==> config.mk <==
export PLATFORM = sky130hd
export DESIGN_NAME = pc_n2t
export DESIGN_NICKNAME = d
export VERILOG_FILES = /design/src/rtl/pc_n2t_pkg.sv /design/src/rtl/bit_n2t.sv /design/src/rtl/register_n2t.sv /design/src/rtl/pc_n2t.sv
export SDC_FILE = /design/constraint.sdc
export NUM_CORES = 1
export LEC_CHECK = 0
export BUFFER_PORTS_ARGS = -buffer_cell sky130_fd_sc_hd__buf_2
export CORE_MARGIN = 5
export CORE_UTILIZATION = 45
export CTS_CLUSTER_SIZE = 24
export DETAILED_ROUTE_END_ITERATION = 6
export HOLD_SLACK_MARGIN = 0.1
export PLACE_DENSITY_LB_ADDON = 0.3
export SLEW_MARGIN = 0
export SYNTH_ARGS = -nofsm -noshare
export SYNTH_HDL_FRONTEND = slang
export SYNTH_SLANG_ARGS = --single-unit
==> constraint.sdc <==
create_clock -name clk -period 1.95 [get_ports clk]
set_input_delay 0.2925 -clock clk [delete_from_list [all_inputs] [get_ports clk]]
set_output_delay 0.2925 -clock clk [all_outputs]
set_load 0.005 [all_outputs]
==> src/rtl/pc_n2t_pkg.sv <==
// Shared defaults and wrap-flag FSM state type for the pc_n2t program counter.
package pc_n2t_pkg;

  localparam int unsigned PC_WIDTH_DEF     = 16;
  localparam int unsigned PC_RESET_VEC_DEF = 0;

  typedef enum logic {
    RUN     = 1'b0,
    WRAPPED = 1'b1
  } pc_state_e;

endpackage

==> src/rtl/bit_n2t.sv <==
// Single load-enabled storage bit with an async active-low reset to a supplied value.
module bit_n2t (
  input  logic clk,
  input  logic rst_n,
  input  logic i_rst_val,
  input  logic i_d,
  input  logic i_load,
  output logic o_q
);

  logic r_q;

  always_ff @(posedge clk or negedge rst_n) begin
    if (!rst_n)      r_q <= i_rst_val;
    else if (i_load) r_q <= i_d;
  end

  assign o_q = r_q;

endmodule

==> src/rtl/register_n2t.sv <==
// WIDTH-bit load-enabled register assembled from bit_n2t cells.
module register_n2t
  import pc_n2t_pkg::*;
#(
  parameter int unsigned WIDTH = PC_WIDTH_DEF
) (
  input  logic             clk,
  input  logic             rst_n,
  input  logic [WIDTH-1:0] i_rst_val,
  input  logic [WIDTH-1:0] i_d,
  input  logic             i_load,
  output logic [WIDTH-1:0] o_q
);

  for (genvar g = 0; g < WIDTH; g++) begin : g_bit
    bit_n2t u_bit (
      .clk       (clk),
      .rst_n     (rst_n),
      .i_rst_val (i_rst_val[g]),
      .i_d       (i_d[g]),
      .i_load    (i_load),
      .o_q       (o_q[g])
    );
  end

endmodule

==> src/rtl/pc_n2t.sv <==
// Program counter with clr > load > inc > hold priority; define PC_WRAP_FLAG_EN for the sticky wrap flag.
module pc_n2t
  import pc_n2t_pkg::*;
#(
  parameter int unsigned WIDTH     = PC_WIDTH_DEF,
  parameter int unsigned RESET_VEC = PC_RESET_VEC_DEF
) (
  input  logic             clk,
  input  logic             reset,
  input  logic [WIDTH-1:0] in,
  input  logic             load,
  input  logic             inc,
  input  logic             clr,
  output logic [WIDTH-1:0] out
`ifdef PC_WRAP_FLAG_EN
  ,
  output logic             wrap
`endif
);

  localparam logic [WIDTH-1:0] RST_VAL = WIDTH'(RESET_VEC);

  logic [WIDTH-1:0] w_next;
  logic [WIDTH-1:0] w_incr;
  logic             w_reg_load;

  assign w_incr     = out + WIDTH'(1);
  assign w_reg_load = clr | load | inc;

  always_comb begin
    w_next = out;
    if (clr)       w_next = RST_VAL;
    else if (load) w_next = in;
    else if (inc)  w_next = w_incr;
  end

  register_n2t #(
    .WIDTH (WIDTH)
  ) u_reg (
    .clk       (clk),
    .rst_n     (reset),
    .i_rst_val (RST_VAL),
    .i_d       (w_next),
    .i_load    (w_reg_load),
    .o_q       (out)
  );

`ifdef PC_WRAP_FLAG_EN
  pc_state_e r_state;
  logic      r_wrap;
  logic      w_wrap_evt;

  // only a plain increment off the all-ones value counts as a wrap
  assign w_wrap_evt = inc & ~load & ~clr & (&out);

  always_ff @(posedge clk or negedge reset) begin
    if (!reset) begin
      r_state <= RUN;
      r_wrap  <= 1'b0;
    end else begin
      case (r_state)
        RUN: begin
          if (w_wrap_evt) begin
            r_state <= WRAPPED;
            r_wrap  <= 1'b1;
          end
        end
        WRAPPED: begin
          if (clr) begin
            r_state <= RUN;
            r_wrap  <= 1'b0;
          end
        end
        default: begin
          r_state <= RUN;
          r_wrap  <= 1'b0;
        end
      endcase
    end
  end

  assign wrap = r_wrap;
`endif

endmodule

==> results of run 1 <==
## worst max-delay path, cell delays in order (launching register included)
cell	delay (ps)
dfrtp_1	450
ha_1	220
nand4_2	210
nor4_1	430
xor2_1	120
o21a_1	190
## metal layers
metal,vias up,share of wire (%),track usage [%]
met4,0,1.6,6.80
met2,23,47,23.9
met3,4,6.8,3.05
li1,448,-,-
met5,-,0,0
met1,400,45,18.4
## kinds of logic (layout without fill, tap and decap cells)
family                   count (synthesis)  after routing  share of synthesized area (%)
AO/OA/AOI/OAI                           27             27                           15.1
XOR/XNOR                                12             12                           9.55
adder cells (fa/ha/maj)                  1              1                           1.14
buffers and inverters                   32             50                           17.2
flip-flops                              16             16                           36.4
multiplexers                             4              4                           3.64
AND/OR/NAND/NOR                         34             34                           17.0
## repair_timing
| item | CTS | global route |
|---|---|---|
| hold buffers | 1 | 0 |
| setup endpoints to repair | 0 | 0 |
| gates resized for setup | 0 | 0 |
| hold endpoints to repair | 16 | 0 |
## final timing paths
check / start / to / slack [ps] / cells after the start
setup / recovery: u_reg.g_bit[0].u_bit.o_q / u_reg.g_bit[14].u_bit.o_q / 230 / 5
hold / removal: in[7] / u_reg.g_bit[7].u_bit.o_q / 240 / 3
setup reg to reg: u_reg.g_bit[0].u_bit.o_q / u_reg.g_bit[14].u_bit.o_q / 230 / 5
hold reg to reg: u_reg.g_bit[15].u_bit.o_q / u_reg.g_bit[15].u_bit.o_q / 630 / 2
max in group asynchronous: reset / u_reg.g_bit[1].u_bit.o_q / 1230 / 2
min in group asynchronous: reset / u_reg.g_bit[9].u_bit.o_q / 450 / 2
## power by group through the flow
stage	combinational (uW)	sequential, uW	clock [uW]
after floorplan	100	381	0
after global placement	122	386	0
after detailed placement	124	387	0
after CTS	127	380	188
after global routing	142	384	200
final	124	380	177
## layout by cell type (no fill, tap or decap), types with 4 or more instances in the layout
cell type	Yosys	final
a21oi_1	12	12
buf_2	1	36
dfrtp_1	16	16
inv_1	10	10
mux2i_1	4	4
nand2_1	8	8
nor2_1	7	7
nor3_1	4	4
nor4_1	4	4
o21a_1	8	8
xnor2_1	5	5
xor2_1	7	7
## per-stage QoR
step                util, %  hold WS (ps)
floorplan                 -         -3.09
global placement       48.4           231
detailed placement     48.4           237
CTS                    49.8           230
global route           49.8           235
finish                 49.8           241
## area by class of cell
type,instances,area [um^2]
clock buffer,3,22.5
fill,237,1210
tap,30,37.5
inverter,10,37.5
multi-input combinational,78,512
timing repair buffer,37,190
sequential,16,400
==> run_results.csv, run 1 <==
group,metric,value,unit
pwr,leakagePower,0.000619,uW
critical_path,worstPathRequired,2130,ps
finish,largest_reg_flops,16,
floorplan,die_h,59.5,um
floorplan,initial_core_util,45.7,%
yosys,synth_top_area_share,36.4,%
timing,finalSetupViolCount,0,
yosys,ys.flop_type,"dfrtp_1",
detailed_routing,remaining_drc_errors,0,
yosys,ys_async_sr_fraction,100,%
clock_network,post_cts_buffers,0,
yosys,synth_cell_types,24,
clock_network,cts_tree,"yes",
timing,fin_ws,233,ps
timing,period_share,88.1,%
yosys,syn_avg_cell_area,8.74,um^2
outcome,status,"finished, final reports clean",
pwr,swShare,28.6,%
clock_network,clock_latency,280,ps
pwr,p_per_area,568,nW/um^2
pwr,p_comb_share,18.2,%
yosys,yosysSeqAreaShare,36.4,%
place,gp_congestion,0.742,
yosys,netlist_area,1100,um^2
critical_path,start_kind,"flop",
hold_path,hold_class,"in -> reg",
detailed_routing,finalWirelength,2310,um
pwr,p_int,486,uW
finish,nets,168,
place,place_area,1170,um^2
yosys,synth_cells,126,
clock_network,cts_root_buffer,"clkbuf_4",
yosys,syn_nets,148,
clock_network,clk_pin_slew,90,ps
pwr,pwr-share-clk,26.0,%
timing,fmax,582,MHz
detailed_routing,first_pass_iters,6,
yosys,yosys-top-cells-count,"16 x buf_4, 16 x dfrtp_1, 12 x a21oi_1, 10 x inv_1",
floorplan,fp.dieW,59.5,um
pwr,p_total,681,uW
global_route,first_global_vias,877,
timing,hold_viol_final,0,
floorplan,die_area,3540,um^2
run,cap_viol_max_count,0,
global_route,grt_antenna_before_repair,0,
finish,layout-drive-gt1-share,29.2,%
critical_path,worstSetupPathType,"reg -> reg",
yosys,synth_warnings,0,
clock_network,cts.sinks,16,
critical_path,critPathArrivalTime,1900,ps
global_route,grt-ovfl-total,0,
finish,stdcell_count,174,
global_route,grt_max_degree,30,
timing,slew_viol_final,0,
floorplan,ioPinCount,37,
critical_path,path_max_fanout,7,
yosys,yosys.area.top_type,"dfrtp_1",
floorplan,coreArea,2410,um^2
clock_network,cts_buffers,3,
place,dp.cells,170,
place,preCtsSetupSlack,260,ps
global_route,grt_usage,14.7,%
detailed_routing,vias_per_cell,5.03,
clock_network,cts_buffer_depth,2,
detailed_routing,wl_per_cell,13.3,um
floorplan,fp-row-count,18,
yosys,ys_seq_elements,16,
detailed_routing,ant_nets,0,
yosys,synth_edf_count,0,
timing,clock_skew,3.20,ps
finish,diodes,0,
pwr,ir_worst_vdd,326,uV
timing,setup-tns-final,0,ps
place,io_buffers,36,
yosys,synth_area_leaders,"dfrtp_1 36%, buf_4 11%, xor2_1 5.6%",
pwr,seq_power_share,55.8,%
pwr,net-switching-power,195,uW
critical_path,end_kind,"flop",
detailed_routing,first_iter_violations,10,
detailed_routing,vias,875,
clock_network,htree_levels,1,
timing,worst-slew-pin-transition,520,ps
timing,rsz0062_at_grt,"no",
timing,max-slew-margin-rel,65.3,%
finish,syn2layout_area_growth,8.98,%
global_route,grt_pass1_wl,3910,um
place,dp_hpwl,1730,um
timing,finalCriticalPeriod,1720,ps
finish,stdcell_area,1200,um^2
(Power assumes the default switching activity.)
==> inputs of run 2 (changes only) <==
Settings changed: ABC_AREA set to 1, SETUP_SLACK_MARGIN set to 0.5.
==> run 2 against run 1 <==
Clock skew about the same. Core utilization up 3.5 points. Flip-flop and latch count unchanged. Critical path depth up 3. Cell count up 44%. Clock power up 30%. Setup slack better by 350 ps. Largest power group unchanged. Highest routed layer unchanged.
==> run_results.csv, run 2 <==
group,metric,value,unit
outcome,status,"finished, final reports clean",
yosys,synth_cell_types,22,
pwr,ir_worst_vdd,267,uV
clock_network,htree_levels,1,
floorplan,fp-row-count,19,
yosys,ys.flop_type,"dfrtp_1",
finish,mostFrequentLayoutCells,"50 x nand2_1, 36 x nor2_1, 36 x buf_2",
detailed_routing,wl_per_cell,12.4,um
yosys,yosysMostFrequentCell,"nand2_1",
clock_network,clk_pin_slew,100,ps
finish,fillers,287,
place,gp_congestion,0.815,
global_route,first_global_vias,1191,
clock_network,cts_buffers,3,
timing,slew_viol_final,0,
critical_path,r2r_setup_slack,580,ps
floorplan,coreArea,2810,um^2
timing,max-slew-margin-rel,70.2,%
floorplan,die_h,64.6,um
critical_path,worstReg2RegEnd,"u_reg.g_bit[14].u_bit.o_q",
place,io_buffers,36,
yosys,yosys-top-cells-count,"50 x nand2_1, 36 x nor2_1, 21 x buf_4, 16 x dfrtp_1, 15 x inv_1",
timing,finalCriticalPeriod,1370,ps
timing,worst-slew-pin-transition,447,ps
critical_path,worstPathRequired,2150,ps
detailed_routing,ant_nets,0,
detailed_routing,finalWirelength,3100,um
finish,syn2layout_area_growth,11.4,%
yosys,synth_top_area_share,29.9,%
detailed_routing,remaining_drc_errors,0,
timing,fin_ws,581,ps
timing,finalSetupViolCount,0,
floorplan,initial_core_util,47.8,%
yosys,synth_edf_count,0,
finish,layout_commonest_cell,"nand2_1",
floorplan,fp.dieW,64.6,um
yosys,synth_area_leaders,"dfrtp_1 30%, nand2_1 14%, buf_4 12%",
finish,layout-drive-gt1-share,30.6,%
yosys,ys_seq_elements,16,
pwr,p_per_area,542,nW/um^2
clock_network,cts.sinks,16,
critical_path,cp-startpoint,"u_reg.g_bit[0].u_bit.o_q",
timing,hold_viol_final,0,
global_route,grt_usage,15.4,%
run,cap_viol_max_count,0,
hold_path,hold_class,"in -> reg",
clock_network,cts_buffer_depth,2,
critical_path,r2r_cells,8,
finish,nets,242,
detailed_routing,vias,1246,
clock_network,cts_root_buffer,"clkbuf_4",
yosys,ys_async_sr_fraction,100,%
critical_path,rr_startpoint,"u_reg.g_bit[0].u_bit.o_q",
critical_path,critPathArrivalTime,1570,ps
yosys,synth_cells,196,
detailed_routing,vias_per_cell,4.98,
clock_network,clock_latency,290,ps
yosys,syn_nets,218,
yosys,yosysSeqAreaShare,29.9,%
yosys,synth_warnings,0,
global_route,grt_pass1_wl,5120,um
global_route,grt-ovfl-total,0,
timing,period_share,70.2,%
critical_path,cp-endpoint,"u_reg.g_bit[14].u_bit.o_q",
critical_path,worstSetupPathType,"reg -> reg",
finish,stdcell_count,250,
detailed_routing,first_pass_iters,4,
timing,setup-tns-final,0,ps
critical_path,path_max_fanout,5,
critical_path,start_kind,"flop",
yosys,syn_avg_cell_area,6.84,um^2
pwr,leakagePower,0.000781,uW
timing,fmax,730,MHz
yosys,netlist_area,1340,um^2
timing,clock_skew,2.79,ps
global_route,grt_antenna_before_repair,0,
timing,rsz0062_at_grt,"no",
place,dp.cells,243,
finish,largest_reg_flops,16,
yosys,yosys.area.top_type,"dfrtp_1",
floorplan,die_area,4170,um^2
clock_network,cts_tree,"yes",
place,preCtsSetupSlack,571,ps
place,dp_hpwl,2220,um
finish,diodes,0,
global_route,grt_max_degree,27,
floorplan,ioPinCount,37,
critical_path,end_kind,"flop",
detailed_routing,first_iter_violations,43,
==> run 2: layout make-up <==
class,count,area (um^2),share of cell area [%]
multi-input combinational,141,734,49.2
inverter,18,70.1,4.69
timing repair buffer,40,213,14.2
clock buffer,4,36.3,2.43
sequential,16,402,26.9
tap,31,38.8,2.60
==> run 2: worst min-delay path by stage <==
stage,to,cells past startpoint,start
after global placement,u_reg.g_bit[3].u_bit.o_q,1,reset
after floorplan,u_reg.g_bit[0].u_bit.o_q,0,reset
after global routing,u_reg.g_bit[2].u_bit.o_q,3,in[2]
final,u_reg.g_bit[2].u_bit.o_q,3,in[2]
after detailed placement,u_reg.g_bit[3].u_bit.o_q,1,reset
after CTS,u_reg.g_bit[2].u_bit.o_q,3,in[2]
==> run 2: report_power, final <==
part	leakage (uW)	switching (uW)	internal (uW)
Clock	0.0000210	116	114
Combinational	0.000552	98.9	80.7
Sequential	0.000209	42.3	357
Total	0.000781	257	552
==> run 2: metrics by stage <==
| step | utilization, % | total power [uW] | hold WS [ps] | instance area (um^2) |
|---|---|---|---|---|
| 3_5_place_dp | 50.3 | 573 | 233 | 1410 |
| 2_1_floorplan | - | 534 | -3.09 | 1340 |
| 5_1_grt | 53.3 | 860 | 311 | 1490 |
| 4_1_cts | 51.9 | 801 | 292 | 1460 |
| 6_report | 53.3 | 810 | 301 | 1490 |
| 3_3_place_gp | 50.3 | 572 | 228 | 1410 |
==> run 2: critical path, cell delays in order (launching register included) <==
cell and delay (ps):
dfrtp_1 450, ha_2 250, nand3_4 100, nor2_2 160, nand3_1 90, nand2_1 60
nand3_1 60, nand2_1 60, nand2_1 40
==> run 2: what timing repair did <==
item | 4_1_cts | 5_1_grt
setup buffers | 0 | 2
hold buffers | 1 | 0
resized for setup | 0 | 5
hold endpoints to repair | 16 | 0
setup endpoints to repair | 0 | 5
==> run 2: cells by family after synthesis <==
family	share of synthesized area, %
compound gates	7.46
fa+ha+maj	0.933
buf+inv	17.0
flops	29.9
xor+xnor	4.57
simple gates	40.2
==> run 2: per-layer routing <==
layer / share of wire (%) / track usage, % / up-vias
met5: 0 / 0 / -
met4: 0.61 / 2.37 / 0
met3: 5.6 / 4.66 / 2
met2: 48 / 27.3 / 38
met1: 45 / 18.9 / 565
li1: - / - / 641
